`config.mk`:
```
export PLATFORM = sky130hd
export DESIGN_NAME = update_tick_scheduler
export DESIGN_NICKNAME = d
export VERILOG_FILES = /design/src/rtl/update_sched_pkg.sv /design/src/rtl/update_tick_scheduler_watchdog.sv /design/src/rtl/update_tick_scheduler.sv
export SDC_FILE = /design/constraint.sdc
export NUM_CORES = 1
export LEC_CHECK = 0
export ABC_AREA = 1
export CAP_MARGIN = 20
export CORE_MARGIN = 3
export CORE_UTILIZATION = 40
export CTS_BUF_LIST = sky130_fd_sc_hd__clkbuf_8
export CTS_CLUSTER_SIZE = 40
export DETAILED_ROUTE_END_ITERATION = 7
export PLACE_DENSITY = 0.61
export SETUP_SLACK_MARGIN = 0.02
export SLEW_MARGIN = 20
export SYNTH_ARGS = -nofsm -noshare
export SYNTH_HDL_FRONTEND = slang
export SYNTH_SLANG_ARGS = --single-unit
export TNS_END_PERCENT = 5
```
`constraint.sdc`:
```
create_clock -name processor_clk -period 2.3 [get_ports processor_clk]
set_input_delay 0.23 -clock processor_clk [delete_from_list [all_inputs] [get_ports processor_clk]]
set_output_delay 0.23 -clock processor_clk [all_outputs]
set_load 0.05 [all_outputs]
```
`src/rtl/update_sched_pkg.sv`:
```
// Shared types, state encodings and helpers for the update tick scheduler.
// Optional slot masking is controlled by UPDATE_SCHED_SLOT_MASK_EN.
package update_sched_pkg;

  typedef logic [1:0] state_t;

  localparam state_t ST_IDLE   = 2'd0;
  localparam state_t ST_ISSUE  = 2'd1;
  localparam state_t ST_WAIT   = 2'd2;
  localparam state_t ST_FINISH = 2'd3;

  localparam int DEF_NUM_SLOTS = 4;
  localparam int DEF_TIMEOUT   = 1024;
  localparam int DEF_CNT_W     = 16;

  function automatic int clog2_min1(input int n);
    return (n > 1) ? $clog2(n) : 1;
  endfunction

  localparam int DEF_SLOT_W  = clog2_min1(DEF_NUM_SLOTS);
  localparam int DEF_TIMER_W = $clog2(DEF_TIMEOUT);

  // Increment that sticks at the all-ones value of a w-bit counter.
  function automatic logic [31:0] sat_inc(
    input logic [31:0] v,
    input int          w
  );
    logic [31:0] top;
    top = (w >= 32) ? 32'hffff_ffff
                    : ((32'd1 << w) - 32'd1);
    return (v >= top) ? v : v + 32'd1;
  endfunction

endpackage

```
`src/rtl/update_tick_scheduler_watchdog.sv`:
```
// Per-slot wait timer; one instance is shared by every slot because
// only one slot is ever awaited at a time.
module slot_watchdog #(
  parameter int TIMEOUT_CYCLES = 1024
) (
  input  logic clk,
  input  logic reset,
  input  logic clear,
  input  logic cnt_en,
  output logic expired
);

  localparam int TIMER_W = $clog2(TIMEOUT_CYCLES);
  localparam logic [TIMER_W-1:0] LAST =
    TIMER_W'(TIMEOUT_CYCLES - 1);

  logic [TIMER_W-1:0] timer_q;
  logic [TIMER_W-1:0] timer_d;

  always_comb begin
    timer_d = timer_q;
    if (clear) begin
      timer_d = '0;
    end else if (cnt_en) begin
      timer_d = timer_q + TIMER_W'(1);
    end
  end

  always_ff @(posedge clk) begin
    if (!reset) begin
      timer_q <= '0;
    end else begin
      timer_q <= timer_d;
    end
  end

  assign expired = cnt_en && (timer_q == LAST);

endmodule

```
`src/rtl/update_tick_scheduler.sv`:
```
// Frame sequencer: one pass over all update slots per must_update tick.
// UPDATE_SCHED_SLOT_MASK_EN adds a per-frame slot_enable mask input.
module update_tick_scheduler
  import update_sched_pkg::*;
#(
  parameter int NUM_SLOTS      = 4,
  parameter int TIMEOUT_CYCLES = 1024,
  parameter int CNT_W          = 16
) (
  input  logic                 processor_clk,
  input  logic                 reset,
  input  logic                 must_update,
  input  logic [NUM_SLOTS-1:0] slot_done,
`ifdef UPDATE_SCHED_SLOT_MASK_EN
  input  logic [NUM_SLOTS-1:0] slot_enable,
`endif
  input  logic                 clear_flags,
  output logic [NUM_SLOTS-1:0] slot_start,
  output logic [clog2_min1(NUM_SLOTS)-1:0]
                               active_slot,
  output logic                 busy,
  output logic                 frame_done,
  output logic [CNT_W-1:0]     frame_count,
  output logic [CNT_W-1:0]     overrun_count,
  output logic [NUM_SLOTS-1:0] timeout_flags
);

  localparam int SLOT_W = clog2_min1(NUM_SLOTS);

  state_t               state_q;
  state_t               state_d;
  logic [SLOT_W-1:0]    slot_q;
  logic [SLOT_W-1:0]    slot_d;
  logic                 pending_q;
  logic                 pending_d;
  logic [CNT_W-1:0]     frame_cnt_q;
  logic [CNT_W-1:0]     frame_cnt_d;
  logic [CNT_W-1:0]     ovr_q;
  logic [CNT_W-1:0]     ovr_d;
  logic [NUM_SLOTS-1:0] flags_q;
  logic [NUM_SLOTS-1:0] flags_d;

  logic [NUM_SLOTS-1:0] live_mask;
  logic [NUM_SLOTS-1:0] new_mask;
  logic                 start_frame;
  logic                 tick_busy;
  logic                 done_hit;
  logic                 wd_expired;
  logic                 first_hit;
  logic                 next_hit;
  logic [SLOT_W-1:0]    first_idx;
  logic [SLOT_W-1:0]    next_idx;

`ifdef UPDATE_SCHED_SLOT_MASK_EN
  logic [NUM_SLOTS-1:0] mask_q;
  logic [NUM_SLOTS-1:0] mask_d;

  // The mask is frozen for the whole frame at the tick that opens it.
  always_comb begin
    mask_d = mask_q;
    if (start_frame) begin
      mask_d = slot_enable;
    end
  end

  always_ff @(posedge processor_clk) begin
    if (!reset) begin
      mask_q <= '0;
    end else begin
      mask_q <= mask_d;
    end
  end

  assign new_mask  = slot_enable;
  assign live_mask = mask_q;
`else
  assign new_mask  = '1;
  assign live_mask = '1;
`endif

  // Lowest enabled slot for a new frame, and the
  // next enabled slot above the current one.
  always_comb begin
    first_hit = 1'b0;
    first_idx = '0;
    next_hit  = 1'b0;
    next_idx  = '0;
    for (int i = NUM_SLOTS - 1; i >= 0; i--) begin
      if (new_mask[i]) begin
        first_hit = 1'b1;
        first_idx = SLOT_W'(i);
      end
      if (live_mask[i] && (i > int'(slot_q))) begin
        next_hit = 1'b1;
        next_idx = SLOT_W'(i);
      end
    end
  end

  slot_watchdog #(
    .TIMEOUT_CYCLES(TIMEOUT_CYCLES)
  ) u_wd (
    .clk    (processor_clk),
    .reset  (reset),
    .clear  (state_q == ST_ISSUE),
    .cnt_en (state_q == ST_WAIT),
    .expired(wd_expired)
  );

  assign done_hit  = (state_q == ST_WAIT) &&
                     slot_done[slot_q];
  assign tick_busy = must_update &&
                     (state_q != ST_IDLE);

  always_comb begin
    state_d     = state_q;
    slot_d      = slot_q;
    pending_d   = pending_q;
    frame_cnt_d = frame_cnt_q;
    ovr_d       = ovr_q;
    flags_d     = clear_flags ? '0 : flags_q;
    start_frame = 1'b0;

    if (tick_busy) begin
      ovr_d     = CNT_W'(sat_inc(32'(ovr_q), CNT_W));
      pending_d = 1'b1;
    end

    unique case (1'b1)
      (state_q == ST_IDLE): begin
        if (must_update) begin
          start_frame = 1'b1;
        end
      end
      (state_q == ST_ISSUE): begin
        state_d = ST_WAIT;
      end
      (state_q == ST_WAIT): begin
        if (done_hit || wd_expired) begin
          if (!done_hit) begin
            flags_d[slot_q] = 1'b1;
          end
          if (next_hit) begin
            state_d = ST_ISSUE;
            slot_d  = next_idx;
          end else begin
            state_d = ST_FINISH;
          end
        end
      end
      (state_q == ST_FINISH): begin
        frame_cnt_d = frame_cnt_q + CNT_W'(1);
        // A tick landing in this very cycle also queues a frame.
        if (pending_q || must_update) begin
          start_frame = 1'b1;
          pending_d   = 1'b0;
        end else begin
          state_d = ST_IDLE;
          slot_d  = '0;
        end
      end
      default: begin
        state_d = ST_IDLE;
      end
    endcase

    if (start_frame) begin
      if (first_hit) begin
        state_d = ST_ISSUE;
        slot_d  = first_idx;
      end else begin
        state_d = ST_FINISH;
        slot_d  = '0;
      end
    end
  end

  always_ff @(posedge processor_clk) begin
    if (!reset) begin
      state_q     <= ST_IDLE;
      slot_q      <= '0;
      pending_q   <= 1'b0;
      frame_cnt_q <= '0;
      ovr_q       <= '0;
      flags_q     <= '0;
    end else begin
      state_q     <= state_d;
      slot_q      <= slot_d;
      pending_q   <= pending_d;
      frame_cnt_q <= frame_cnt_d;
      ovr_q       <= ovr_d;
      flags_q     <= flags_d;
    end
  end

  assign slot_start    = (state_q == ST_ISSUE)
                       ? (NUM_SLOTS'(1) << slot_q)
                       : '0;
  assign active_slot   = slot_q;
  assign busy          = (state_q != ST_IDLE);
  assign frame_done    = (state_q == ST_FINISH);
  assign frame_count   = frame_cnt_q;
  assign overrun_count = ovr_q;
  assign timeout_flags = flags_q;

endmodule

```
==> results_dict.tcl, run 1 <==
set metrics [dict create \
    status "finished, final reports clean" \
    die_h_um 88.5 \
    power_mw 1.82 \
    fin_cells 520 \
    first_pass_iters 4 \
    start_util 0.421 \
    layout_setup_ws_ps 191 \
    via_count 2502 \
    final_cell_area_um2 3410 \
    power.leakage_nw 1.36 \
    start_kind "flop" \
    grt-ovfl-total 0 \
    dpl.hpwl_um 4510 \
    cts_buffers 5 \
    rows 29 \
    wire_per_inst_um 11.8 \
    die_area_um2 7830 \
    synth_area_per_cell_um2 6.97 \
    worst_pin_slew_ps 523 \
    ir_worst_vdd_uv 289 \
    path_clk_slew_ps 90 \
    seq_power_share 0.503 \
    nFillCells 663 \
    die_w_um 88.5 \
    ys_ff_latch 51 \
    cts_buffer_depth 2 \
    ios 52 \
    p_sw_frac 0.281 \
    power.combinational.fraction 0.158 \
    fin_skew_ps 8.70 \
    antenna_found_initial 0 \
    synth_cell_type_count 29 \
    ant_nets 0 \
    cts_tree "built" \
    cts_setup_buffers 0 \
    intPower_mw 1.31 \
    clkPwrFrac 0.339 \
    core_area_um2 6460 \
    antenna_cells 0 \
    clk_latency_ps 300 \
    root_buffer "clkbuf_8" \
    crit_path_end_kind "output pin" \
    max_cap_violations 0 \
    arrival_ps 1880 \
    grt_pass1_vias 2334 \
    synthesis.nets 411 \
    post-route-period-util 0.917 \
    switchingPower_uw 512 \
    setup_tns_ps 0 \
    ys.warnings.count 0 \
    rsz0062_at_grt "false" \
    layout_min_cycle_time_ps 2110 \
    max_freq_ghz 0.474 \
    drt-total-wl_um 6130 \
    gp_congestion 0.806 \
    portBuffers 51 \
    fin_nets 464 \
    vias_per_cell 4.81 \
    dpl-instance-area_um2 3290 \
    syn_area_um2 2720 \
    drv_slew 0 \
    drive_above_1_share 0.0745 \
    slew_headroom 0.650 \
    area_delta_synth_final_pct 25.3 \
    hold_class "reg2reg" \
    crit_fanout 3 \
    grt_max_degree 23 \
    htree_num_levels 2 \
    netlist_instances 390 \
    cp_data_required_time_ps 2070 \
    grt_usage 0.163 \
    path_class "reg2out" \
    drc 0 \
    ys_seq_area_frac 0.375 \
    grt_pass1_wl_um 10400 \
    cts.sinks 51 \
    powerDensity_nw_per_um2 534 \
    place_inst 513 \
    drtIter0Drc 67 \
    regArea_um2 1020 \
    finalSetupViolCount 0 \
    multi_input_area_um2 1470 \
    finalHoldViolations 0 \
    dpl_worst_slack_ps 404 \
]
cell usage after synthesis:
library cell,number,area (µm²)
nand2_1,101,379
nor2_1,56,210
dfxtp_1,51,1020
inv_1,45,169
a21oi_1,27,135
nand3_1,22,110
o21ai_0,16,80.1
ha_1,13,163
a21oi_2,9,78.8
xnor2_1,8,70.1
nor3_1,7,35.0
xor2_1,7,61.3
nor2_2,5,31.3
nand2_2,3,18.8
nand4_1,3,18.8
buf_4,2,15.0
clkbuf_1,2,7.51
nand3_2,2,20.0
a22oi_1,1,7.51
a31oi_1,1,6.26
and2_1,1,6.26
buf_1,1,3.75
buf_2,1,5.00
buf_6,1,11.3
buf_8,1,15.0
inv_2,1,3.75
nand2_4,1,11.3
nor3_2,1,10.0
nor3_4,1,16.3
routing by layer:
layer	track usage	part of all wire	vias to the layer above
met5	0	0	-
met4	0.0412	0.0088	0
met3	0.0345	0.041	5
met2	0.274	0.46	48
met1	0.214	0.49	1122
li1	-	-	1327
worst max-delay path, stage by stage (launching register included):
cell and delay, ps:
dfxtp_1 380, inv_1 90, ha_1 220, inv_1 80, clkdlybuf4s50_1 820
final timing paths:
kind                                      start                             end  slack (ps)  cells after the start
setup reg to reg  overrun_count[1]$_SDFFE_PN0P_  overrun_count[12]$_SDFFE_PN0P_         490                      8
hold / removal      timeout_flags[2]$_SDFF_PN0_     timeout_flags[2]$_SDFF_PN0_         460                      2
hold reg to reg     timeout_flags[2]$_SDFF_PN0_     timeout_flags[2]$_SDFF_PN0_         460                      2
setup / recovery        state_q[0]$_SDFFE_PN0P_                            busy         190                      4
flip-flops by register name, summed over array words and instances, names as in the netlist:
register	cells
frame_count	16
overrun_count	16
u_wd.timer_q	10
timeout_flags	4
active_slot	2
state_q	2
pending_q	1
logic make-up after synthesis:
family / after synthesis / synth area share
compound gates: 54 / 0.113
buf+inv: 54 / 0.0846
xor+xnor: 15 / 0.0483
simple gates: 203 / 0.319
flops: 51 / 0.375
fa+ha+maj: 13 / 0.0598
through the flow:
step	hold WS [ps]	util
after CTS	470	0.526
after global placement	446	0.510
final	465	0.528
after global routing	486	0.528
after detailed placement	455	0.510
after floorplan	429	-
area by class of cell:
type | instances | area share
Multi-Input combinational cell | 285 | 0.431
Timing Repair Buffer | 54 | 0.159
Sequential cell | 51 | 0.300
Tap cell | 77 | 0.0283
Clock inverter | 2 | 0.0110
Inverter | 46 | 0.0507
Clock buffer | 5 | 0.0202
power by group through the flow:
stage / Clock [mW] / Sequential (mW) / Combinational (mW)
after floorplan: 0 / 0.955 / 0.193
after global placement: 0 / 0.935 / 0.288
after detailed placement: 0 / 0.935 / 0.290
after CTS: 0.644 / 0.915 / 0.291
after global routing: 0.672 / 0.918 / 0.316
final: 0.617 / 0.915 / 0.287
cells in the final DEF (no fill, tap or decap):
master           count
nor2_2               5
clkinvlp_4           1
nand4_1              3
bufinv_16            1
o21ai_0             16
dfxtp_1             51
clkbuf_8             5
clkdlybuf4s50_1     47
nand2_4              1
xor2_1               7
xnor2_1              8
nor3_2               1
dlymetal6s2s_1       4
ha_1                13
buf_4                3
and2_1               1
a21oi_1             27
inv_2                1
a21oi_2              9
nor3_4               1
nand2_1            101
nand3_1             22
a31oi_1              1
nand3_2              2
inv_1               45
nor3_1               7
nand2_2              3
nor2_1              56
a22oi_1              1
what timing repair did:
| action | CTS | global route |
|---|---|---|
| resized for setup | 0 | 4 |
| hold buffers | 0 | 0 |
| endpoints found under the setup margin | 0 | 4 |
Power figures use the tool's default switching activity.
==> run 2: changes to the inputs <==
--- a/config.mk
+++ b/config.mk
@@ -12,6 +12,7 @@
 export CTS_BUF_LIST = sky130_fd_sc_hd__clkbuf_8
 export CTS_CLUSTER_SIZE = 40
 export DETAILED_ROUTE_END_ITERATION = 7
+export GPL_ROUTABILITY_DRIVEN = 0
 export PLACE_DENSITY = 0.61
 export SETUP_SLACK_MARGIN = 0.02
 export SLEW_MARGIN = 20
==> results of run 2 <==
Same layout as run 1: the final DEF is identical, and so are final timing and power.
==> run 3: changes to the inputs <==
==> constraint.sdc (replaced) <==
create_clock -name processor_clk -period 2.1 [get_ports processor_clk]
set_input_delay 0.21 -clock processor_clk [delete_from_list [all_inputs] [get_ports processor_clk]]
set_output_delay 0.21 -clock processor_clk [all_outputs]
set_load 0.05 [all_outputs]
==> run 3 against run 2 <==
Effect of this change:
- clock skew down 1.4 ps
- die area unchanged
- non-clock buffer count up 1
- combinational power up 8.0%
- clock power about the same
- sequential cell count unchanged
- sequential power up 9%
- critical path depth down 3
- register-to-register slack worse by 200 ps
- critical endpoint is now overrun_count[2]
==> results_dict.tcl, run 3 (synthesis results as in run 1) <==
set metrics [dict create \
    root_buffer "clkbuf_8" \
    fin_nets 465 \
    finalHoldViolations 0 \
    multi_input_area_um2 1470 \
    core_area_um2 6460 \
    grt_pass1_wl_um 9990 \
    die_h_um 88.5 \
    drc 0 \
    crit_fanout 7 \
    ant_nets 0 \
    critical_path.top_delay_family "buffers and inverters" \
    ios 52 \
    dpl-instance-area_um2 3280 \
    antenna_found_initial 0 \
    power.leakage_nw 1.30 \
    r2r-start "overrun_count[0]$_SDFFE_PN0P_" \
    die_area_um2 7830 \
    worst_pin_slew_ps 504 \
    rows 29 \
    layout_min_cycle_time_ps 1870 \
    rsz0062_at_grt "false" \
    dpl.hpwl_um 4330 \
    drt-total-wl_um 5900 \
    ir_worst_vdd_uv 352 \
    final_common_cell "nand2_1" \
    antenna_cells 0 \
    cts_buffers 5 \
    hold_start "timeout_flags[1]$_SDFF_PN0_" \
    grt_pass1_vias 2229 \
    path_clk_slew_ps 100 \
    cts_tree "built" \
    hold_class "reg2reg" \
    cts_setup_buffers 0 \
    crit_chain "clkdlybuf4s50_1" \
    fin_skew_ps 7.31 \
    cts-resized-gates 0 \
    via_count 2475 \
    crit_start "overrun_count[2]$_SDFFE_PN0P_" \
    drtIter0Drc 67 \
    drv_slew 0 \
    max_cap_violations 0 \
    drive_above_1_share 0.0921 \
    crit_path_max_incr_delay_ps 870 \
    htree_num_levels 2 \
    crit_buf_inv 1 \
    regArea_um2 1020 \
    cts.sinks 51 \
    die_w_um 88.5 \
    grt_max_degree 23 \
    final_cell_mix "nand2_1, nor2_1, dfxtp_1" \
    start_util 0.421 \
    final_cell_area_um2 3380 \
    post-route-util 0.524 \
    postCtsHoldBufs 0 \
    cp_data_required_time_ps 1890 \
    portBuffers 51 \
    power_mw 1.93 \
    arrival_ps 1660 \
    nFillCells 654 \
    crit_path_end_kind "output pin" \
    first_pass_iters 4 \
    grt-ovfl-total 0 \
    powerDensity_nw_per_um2 569 \
    wire_per_inst_um 11.3 \
    clk_latency_ps 310 \
    grt_usage 0.159 \
    slew_headroom 0.663 \
    post-route-period-util 0.891 \
    max_freq_ghz 0.534 \
    vias_per_cell 4.74 \
    setup_tns_ps 0 \
    path_class "reg2out" \
    status "finished, final reports clean" \
    finalSetupViolCount 0 \
    slowest_stage "clkdlybuf4s50_1" \
    area_delta_synth_final_pct 24.4 \
    cts_buffer_depth 2 \
    start_kind "flop" \
]
[run 3: cell count changes in the layout (fill, tap and decap cells not counted), sizes merged]
cell,previous run,this run
buf,3,10
bufinv,1,0
clkbuf,5,6
clkdlybuf4s50,47,45
clkinv,0,1
dlymetal6s2s,4,0
[run 3: power breakdown]
part	total, mW	leakage (nW)	internal [mW]	switching, mW
logic	0.310	0.842	0.0960	0.214
clock network	0.615	0.0474	0.270	0.345
registers	1.00	0.411	0.984	0.0178
[run 3: cell type report]
class | count | area share
Multi-Input combinational cell | 285 | 0.434
Sequential cell | 51 | 0.302
Timing Repair Buffer | 55 | 0.155
Inverter | 46 | 0.0510
Tap cell | 77 | 0.0285
Clock buffer | 6 | 0.0244
Clock inverter | 2 | 0.00481
[run 3: per-stage QoR]
| step | std cells | hold WS (ps) | setup slack, ps |
|---|---|---|---|
| 2_1_floorplan | 390 | 409 | 149 |
| 3_3_place_gp | 514 | 446 | 326 |
| 3_5_place_dp | 514 | 454 | 293 |
| 4_1_cts | 522 | 469 | 226 |
| 5_1_grt | 522 | 494 | 60.4 |
| 6_report | 522 | 465 | 228 |
[run 3: per-layer routing]
metal | global-route usage | wire, µm | up-vias
li1 | - | - | 1329
met1 | 0.213 | 2970 | 1098
met2 | 0.261 | 2660 | 43
met3 | 0.0317 | 207 | 5
met4 | 0.0412 | 57 | 0
met5 | 0 | 0 | -
[run 3: worst paths after layout]
path / to / slack, ps / cells past startpoint
worst max-delay path: overrun_count[2] / 230 / 1
worst min-delay path: timeout_flags[1]$_SDFF_PN0_ / 460 / 2
worst max register to register: overrun_count[12]$_SDFFE_PN0P_ / 290 / 8
worst min register to register: timeout_flags[1]$_SDFF_PN0_ / 460 / 2
[run 3: tightest hold or removal path: stages, from the launching register on]
cell and delay [ps]:
dfxtp_1 320, nand2_1 60, a21oi_1 50
